## config.mk

```make
export PLATFORM = sky130hd
export DESIGN_NAME = gpio_sw_debounce
export DESIGN_NICKNAME = d
export VERILOG_FILES = /design/src/rtl/gpio_defs.sv /design/src/rtl/gpio_db_bit.sv /design/src/rtl/gpio_sw_debounce.sv
export SDC_FILE = /design/constraint.sdc
export NUM_CORES = 1
export LEC_CHECK = 0
export ABC_AREA = 1
export ABC_CLOCK_PERIOD_IN_PS = 5800
export BUFFER_PORTS_ARGS = -buffer_cell sky130_fd_sc_hd__buf_2
export CORE_MARGIN = 5
export CORE_UTILIZATION = 40
export DETAILED_ROUTE_END_ITERATION = 16
export PLACE_DENSITY_LB_ADDON = 0.08
export SLEW_MARGIN = 20
export SYNTH_ARGS = -nofsm -noshare
export SYNTH_HDL_FRONTEND = slang
export SYNTH_HIERARCHICAL = 1
export SYNTH_SLANG_ARGS = --single-unit
export TNS_END_PERCENT = 100
```

## constraint.sdc

```tcl
create_clock -name clk -period 5.8 [get_ports clk]
set_input_delay 1.16 -clock clk [delete_from_list [all_inputs] [get_ports clk]]
set_output_delay 1.16 -clock clk [all_outputs]
set_load 0.01 [all_outputs]
```

## src/rtl/gpio_defs.sv

```systemverilog
// rtl/gpio_defs.sv - shared constants and helpers for the switch debounce stage
package gpio_defs;

    localparam int GPSW_NUM      = 16;
    localparam int GPSW_TICK_DIV = 50000;
    localparam int GPSW_DB_TICKS = 10;

    // Counter width for a 0..n-1 range; never narrower than one bit.
    function automatic int cnt_width(input int n);
        return (n < 2) ? 1 : $clog2(n);
    endfunction

endpackage

```

## src/rtl/gpio_db_bit.sv

```systemverilog
// rtl/gpio_db_bit.sv - one switch bit: synchroniser, debounce counter, stable level and edge pulses
module gpio_db_bit
    import gpio_defs::*;
#(
    parameter int SYNC_STAGES = 2,
    parameter int DB_TICKS    = GPSW_DB_TICKS
) (
    input  logic clk,
    input  logic rst,
    input  logic i_raw,
    input  logic i_tick,
    input  logic i_bypass,
    output logic o_stable,
    output logic o_rise,
    output logic o_fall
);

    localparam int             CNT_W    = cnt_width(DB_TICKS);
    localparam logic [CNT_W-1:0] CNT_LAST = CNT_W'(DB_TICKS - 1);

    logic [SYNC_STAGES-1:0] r_sync;
    logic [CNT_W-1:0]       r_cnt;
    logic                   r_stable;
    logic                   r_rise;
    logic                   r_fall;

    logic w_sync;
    logic w_mismatch;
    logic w_update;

    assign w_sync     = r_sync[SYNC_STAGES-1];
    assign w_mismatch = w_sync ^ r_stable;
    // Accept the new level immediately in bypass, otherwise on the tick that completes the count.
    assign w_update   = w_mismatch & (i_bypass | (i_tick & (r_cnt == CNT_LAST)));

    // Shift the asynchronous pin through the synchroniser chain.
    always_ff @(posedge clk) begin
        if (rst) begin
            r_sync <= '0;
        end else begin
            r_sync <= {r_sync[SYNC_STAGES-2:0], i_raw};
        end
    end

    // Count ticks while the synchronised level disagrees; any agreement or accepted change clears it.
    always_ff @(posedge clk) begin
        if (rst) begin
            r_cnt <= '0;
        end else if (i_bypass || !w_mismatch || w_update) begin
            r_cnt <= '0;
        end else if (i_tick) begin
            r_cnt <= r_cnt + 1'b1;
        end
    end

    // Update the stable level and fire a one-cycle pulse in the same edge.
    always_ff @(posedge clk) begin
        if (rst) begin
            r_stable <= 1'b0;
            r_rise   <= 1'b0;
            r_fall   <= 1'b0;
        end else begin
            r_rise <= w_update & w_sync;
            r_fall <= w_update & ~w_sync;
            if (w_update) begin
                r_stable <= w_sync;
            end
        end
    end

    assign o_stable = r_stable;
    assign o_rise   = r_rise;
    assign o_fall   = r_fall;

endmodule

```

## src/rtl/gpio_sw_debounce.sv

```systemverilog
// rtl/gpio_sw_debounce.sv - slide-switch conditioning: shared tick prescaler plus per-bit debouncers
module gpio_sw_debounce
    import gpio_defs::*;
#(
    parameter int NUM_SW      = GPSW_NUM,
    parameter int SYNC_STAGES = 2,
    parameter int TICK_DIV    = GPSW_TICK_DIV,
    parameter int DB_TICKS    = GPSW_DB_TICKS
) (
    input  logic              clk,
    input  logic              rst,
    input  logic [NUM_SW-1:0] gp_switch_raw_i,
    input  logic              db_bypass_i,
    output logic [NUM_SW-1:0] sw_stable_o,
    output logic [NUM_SW-1:0] sw_rise_o,
    output logic [NUM_SW-1:0] sw_fall_o
);

    localparam int               DIV_W    = cnt_width(TICK_DIV);
    localparam logic [DIV_W-1:0] DIV_LAST = DIV_W'(TICK_DIV - 1);

    logic [DIV_W-1:0] r_div;
    logic             w_tick;

    // With TICK_DIV of 1 the counter sits at 0 and the tick is permanently high.
    assign w_tick = (r_div == DIV_LAST);

    // Free-running prescaler shared by all bits.
    always_ff @(posedge clk) begin
        if (rst) begin
            r_div <= '0;
        end else if (w_tick) begin
            r_div <= '0;
        end else begin
            r_div <= r_div + 1'b1;
        end
    end

    for (genvar g = 0; g < NUM_SW; g++) begin : g_bit
        gpio_db_bit #(
            .SYNC_STAGES (SYNC_STAGES),
            .DB_TICKS    (DB_TICKS)
        ) u_bit (
            .clk      (clk),
            .rst      (rst),
            .i_raw    (gp_switch_raw_i[g]),
            .i_tick   (w_tick),
            .i_bypass (db_bypass_i),
            .o_stable (sw_stable_o[g]),
            .o_rise   (sw_rise_o[g]),
            .o_fall   (sw_fall_o[g])
        );
    end

endmodule

```

==> results.tsv <==
stage	metric	value	unit
outcome	status	finished clean	
route	via_per_inst	4.195	
worst_setup_path	path_cells	ha_1 > nand3_1 > or2_2 > nor2_4 > buf_4 > nand2_1 > inv_1 > nand2_2 > nand2_2 > nand2_2 > a21oi_1	
worst_setup_path	r2r_setup_slack	2900	ps
route	vias	5109	
cts	clk_transition_reported_paths	60	ps
worst_setup_path	ff2ff_path_depth	11	
route	drtIter0Drc	175	
cts	root_buffer	clkbuf_16	
power	peakVddDrop	0.2327	mV
cts	clockBufferDepth	2	
yosys	netlist_area	0.007137	mm^2
sta	timing.fmax	345.4	MHz
route	final_antenna_net_count	0	
yosys	synth-main-ff-cell	dfxtp_1	
sta	rsz0062_at_grt	no	
sta	finalSetupViolations	0	
yosys	synth_most_common_cell	nor2_1	
grt	grtUsageTotal	12.48	%
min_path	hold_path_depth	2	
grt	grt_antenna_before_repair	0	
grt	grt_first_pass_wirelength	21.11	mm
die	die_area	0.02061	mm^2
worst_setup_path	cpPeakStageDelay	690	ps
worst_setup_path	path_class	flip-flop to flip-flop	
layout	layout-area-overhead-vs-synth	15.87	%
route	dr.pass1.iters	4	
yosys	synth-edff-count	0	
route	routed_wl	12.13	mm
layout	fillers	1769	
sta	fin_crit	2896	ps
cts	cts_tree	yes	
cts	cts_resized	0	
yosys	synth_warnings	6	
layout	antennaDiodeCount	0	
yosys	syn-num-nets	947	
yosys	synth_top_area_share	44.88	%
yosys	async_flop_share	0	%
placement	dp_hpwl	8.415	mm
yosys	synth.ff_latch_count	160	
min_path	hold_path.class	flip-flop to flip-flop	
min_path	min_from	g_bit[4].u_bit/r_sync[0]	
yosys	yosysTopAreaCell	dfxtp_1	
worst_setup_path	r2r_start	r_div[0]	
layout	drive_gt1_share	23.16	%
worst_setup_path	end_kind	flip-flop	
worst_setup_path	worstPathArrival	3250	ps
cts	clkSinkCount	160	
sta	maxSlewHeadroom	53.30	%
yosys	synth_area_leaders	dfxtp_1 45%, nor2_1 9.0%, inv_1 7.5%	
cts	clkLatencyLatePin	420	ps
cts	cts_buffers	17	
die	io_pins	67	
layout	fin_nets	1033	
grt	overflow	0	
worst_setup_path	required	6150	ps
sta	hold_viol	0	
yosys	seq_area_frac_synth	44.88	%
route	wire_per_inst	9.956	um
grt	grt_pass1_vias	4736	
worst_setup_path	r2r-end	g_bit[5].u_bit/o_stable	
yosys	yosys.cell_types.count	22	
sta	fin_crit_sh	49.92	%
sta	fin_tns_setup	0	ps
flow_run	cap_violations	0	
sta	drv_slew	0	
worst_setup_path	critPathLaunchType	flip-flop	
cts	cts_max_level	4	
power	total_power	2187	uW
route	drc	0	
worst_setup_path	cp.buffers_inverters	2	
grt	grt_max_degree	58	
die	row_count	48	
die	core_area	0.01742	mm^2
sta	finClkSkew	6.162	ps
placement	gp_congestion	0.7513	
power	power.density_cell_area	264.5	mW/mm^2
power	leakage	0.003455	uW
placement	place.port_buffers	66	
worst_setup_path	crit_top_cell	nand2_2	
yosys	synth_cells	895	
yosys	yosys-top-cells-count	171 x nor2_1, 160 x dfxtp_1, 143 x inv_1	
worst_setup_path	crit_fanout	57	
worst_setup_path	cp_top_family	simple AND/OR/NAND/NOR gates	
die	start_util	40.98	%
worst_setup_path	cp_slowest_cell	buf_4	
sta	worst_pin_slew	700.5	ps
cts	post_cts_buffers	0	
sta	timing.hold.ws	399.5	ps
die	die_h	143.6	um
yosys	synth_area_per_cell	7.974	um^2
cts	postCtsHoldBufs	0	
die	die_x	143.6	um
min_path	whs_endpoint	g_bit[4].u_bit/r_sync[1]	
[sequential cells by signal, summed over array words and instances (netlist names)]
signal and cells:
g_bit.u_bit/o_fall 16, r_div 16, g_bit.u_bit/o_rise 16, g_bit.u_bit/o_stable 16, g_bit.u_bit/r_cnt 64, g_bit.u_bit/r_sync 32
[tightest hold or removal path, cell delays in order, from the launching register on]
cell and delay, ps:
dfxtp_1 290, inv_1 40, nor2_1 30
[where the power goes]
| part | leakage, uW | internal [uW] | switching (uW) |
|---|---|---|---|
| clock | 0.000233 | 539 | 432 |
| combinational | 0.00192 | 31.1 | 57.5 |
| sequential | 0.00130 | 1120 | 11.1 |
[metrics by stage]
step,util [%],std cells,area [um^2],setup WS [ps]
after global routing,47.48,1218,8269,2596
after detailed placement,44.57,1187,7762,2874
final,47.48,1218,8269,2904
after global placement,44.57,1187,7762,2924
after floorplan,-,895,7137,779.7
after CTS,47.48,1218,8269,2852
[routing by layer]
layer / vias to the layer above / wire (um) / global-route usage (%)
li1: 2857 / - / -
met1: 2178 / 6273 / 16.59
met2: 66 / 5190 / 19.42
met3: 8 / 496 / 3.228
met4: 0 / 166 / 4.955
met5: - / 0 / 0
[area by class of cell]
class | instances | area (um^2) | share of cell area (%)
Clock inverter | 11 | 70.07 | 0.8473
Clock buffer | 20 | 436.7 | 5.281
Inverter | 176 | 660.6 | 7.989
Timing Repair Buffer | 68 | 347.8 | 4.206
Multi-Input combinational cell | 558 | 3269 | 39.54
Sequential cell | 160 | 3203 | 38.74
Tap cell | 225 | 281.5 | 3.404
[logic make-up (layout without fill, tap and decap cells)]
logic type / count (synthesis) / in the layout / share of synthesized area (%)
compound gates: 42 / 42 / 2.945
xor+xnor: 52 / 52 / 6.382
fa+ha+maj: 33 / 33 / 5.785
buf+inv: 177 / 275 / 9.414
flops: 160 / 160 / 44.88
mux: 16 / 16 / 2.244
simple gates: 415 / 415 / 28.35
[worst max-delay path by stage]
| stage | from | to | slack, ps | cells after the start |
|---|---|---|---|---|
| 4_1_cts | r_div[0] | g_bit[8].u_bit/o_stable | 2850 | 11 |
| 2_1_floorplan | r_div[0] | g_bit[0].u_bit/r_cnt[3] | 780 | 7 |
| 3_3_place_gp | r_div[0] | g_bit[0].u_bit/o_stable | 2920 | 11 |
| 5_1_grt | r_div[0] | g_bit[8].u_bit/o_stable | 2600 | 11 |
| 3_5_place_dp | r_div[0] | g_bit[15].u_bit/o_stable | 2870 | 11 |
| 6_report | r_div[0] | g_bit[5].u_bit/o_stable | 2900 | 11 |
[layout by cell type, fill, tap and decap left out, drive strengths merged, types with 20 or more instances in the layout]
| master | netlist | layout |
|---|---|---|
| a21oi | 39 | 39 |
| buf | 1 | 68 |
| clkbuf | 0 | 20 |
| dfxtp | 160 | 160 |
| ha | 33 | 33 |
| inv | 176 | 176 |
| nand2 | 163 | 163 |
| nand3 | 22 | 22 |
| nand4 | 21 | 21 |
| nor2 | 188 | 188 |
| xnor2 | 33 | 33 |
(Power assumes the default switching activity.)
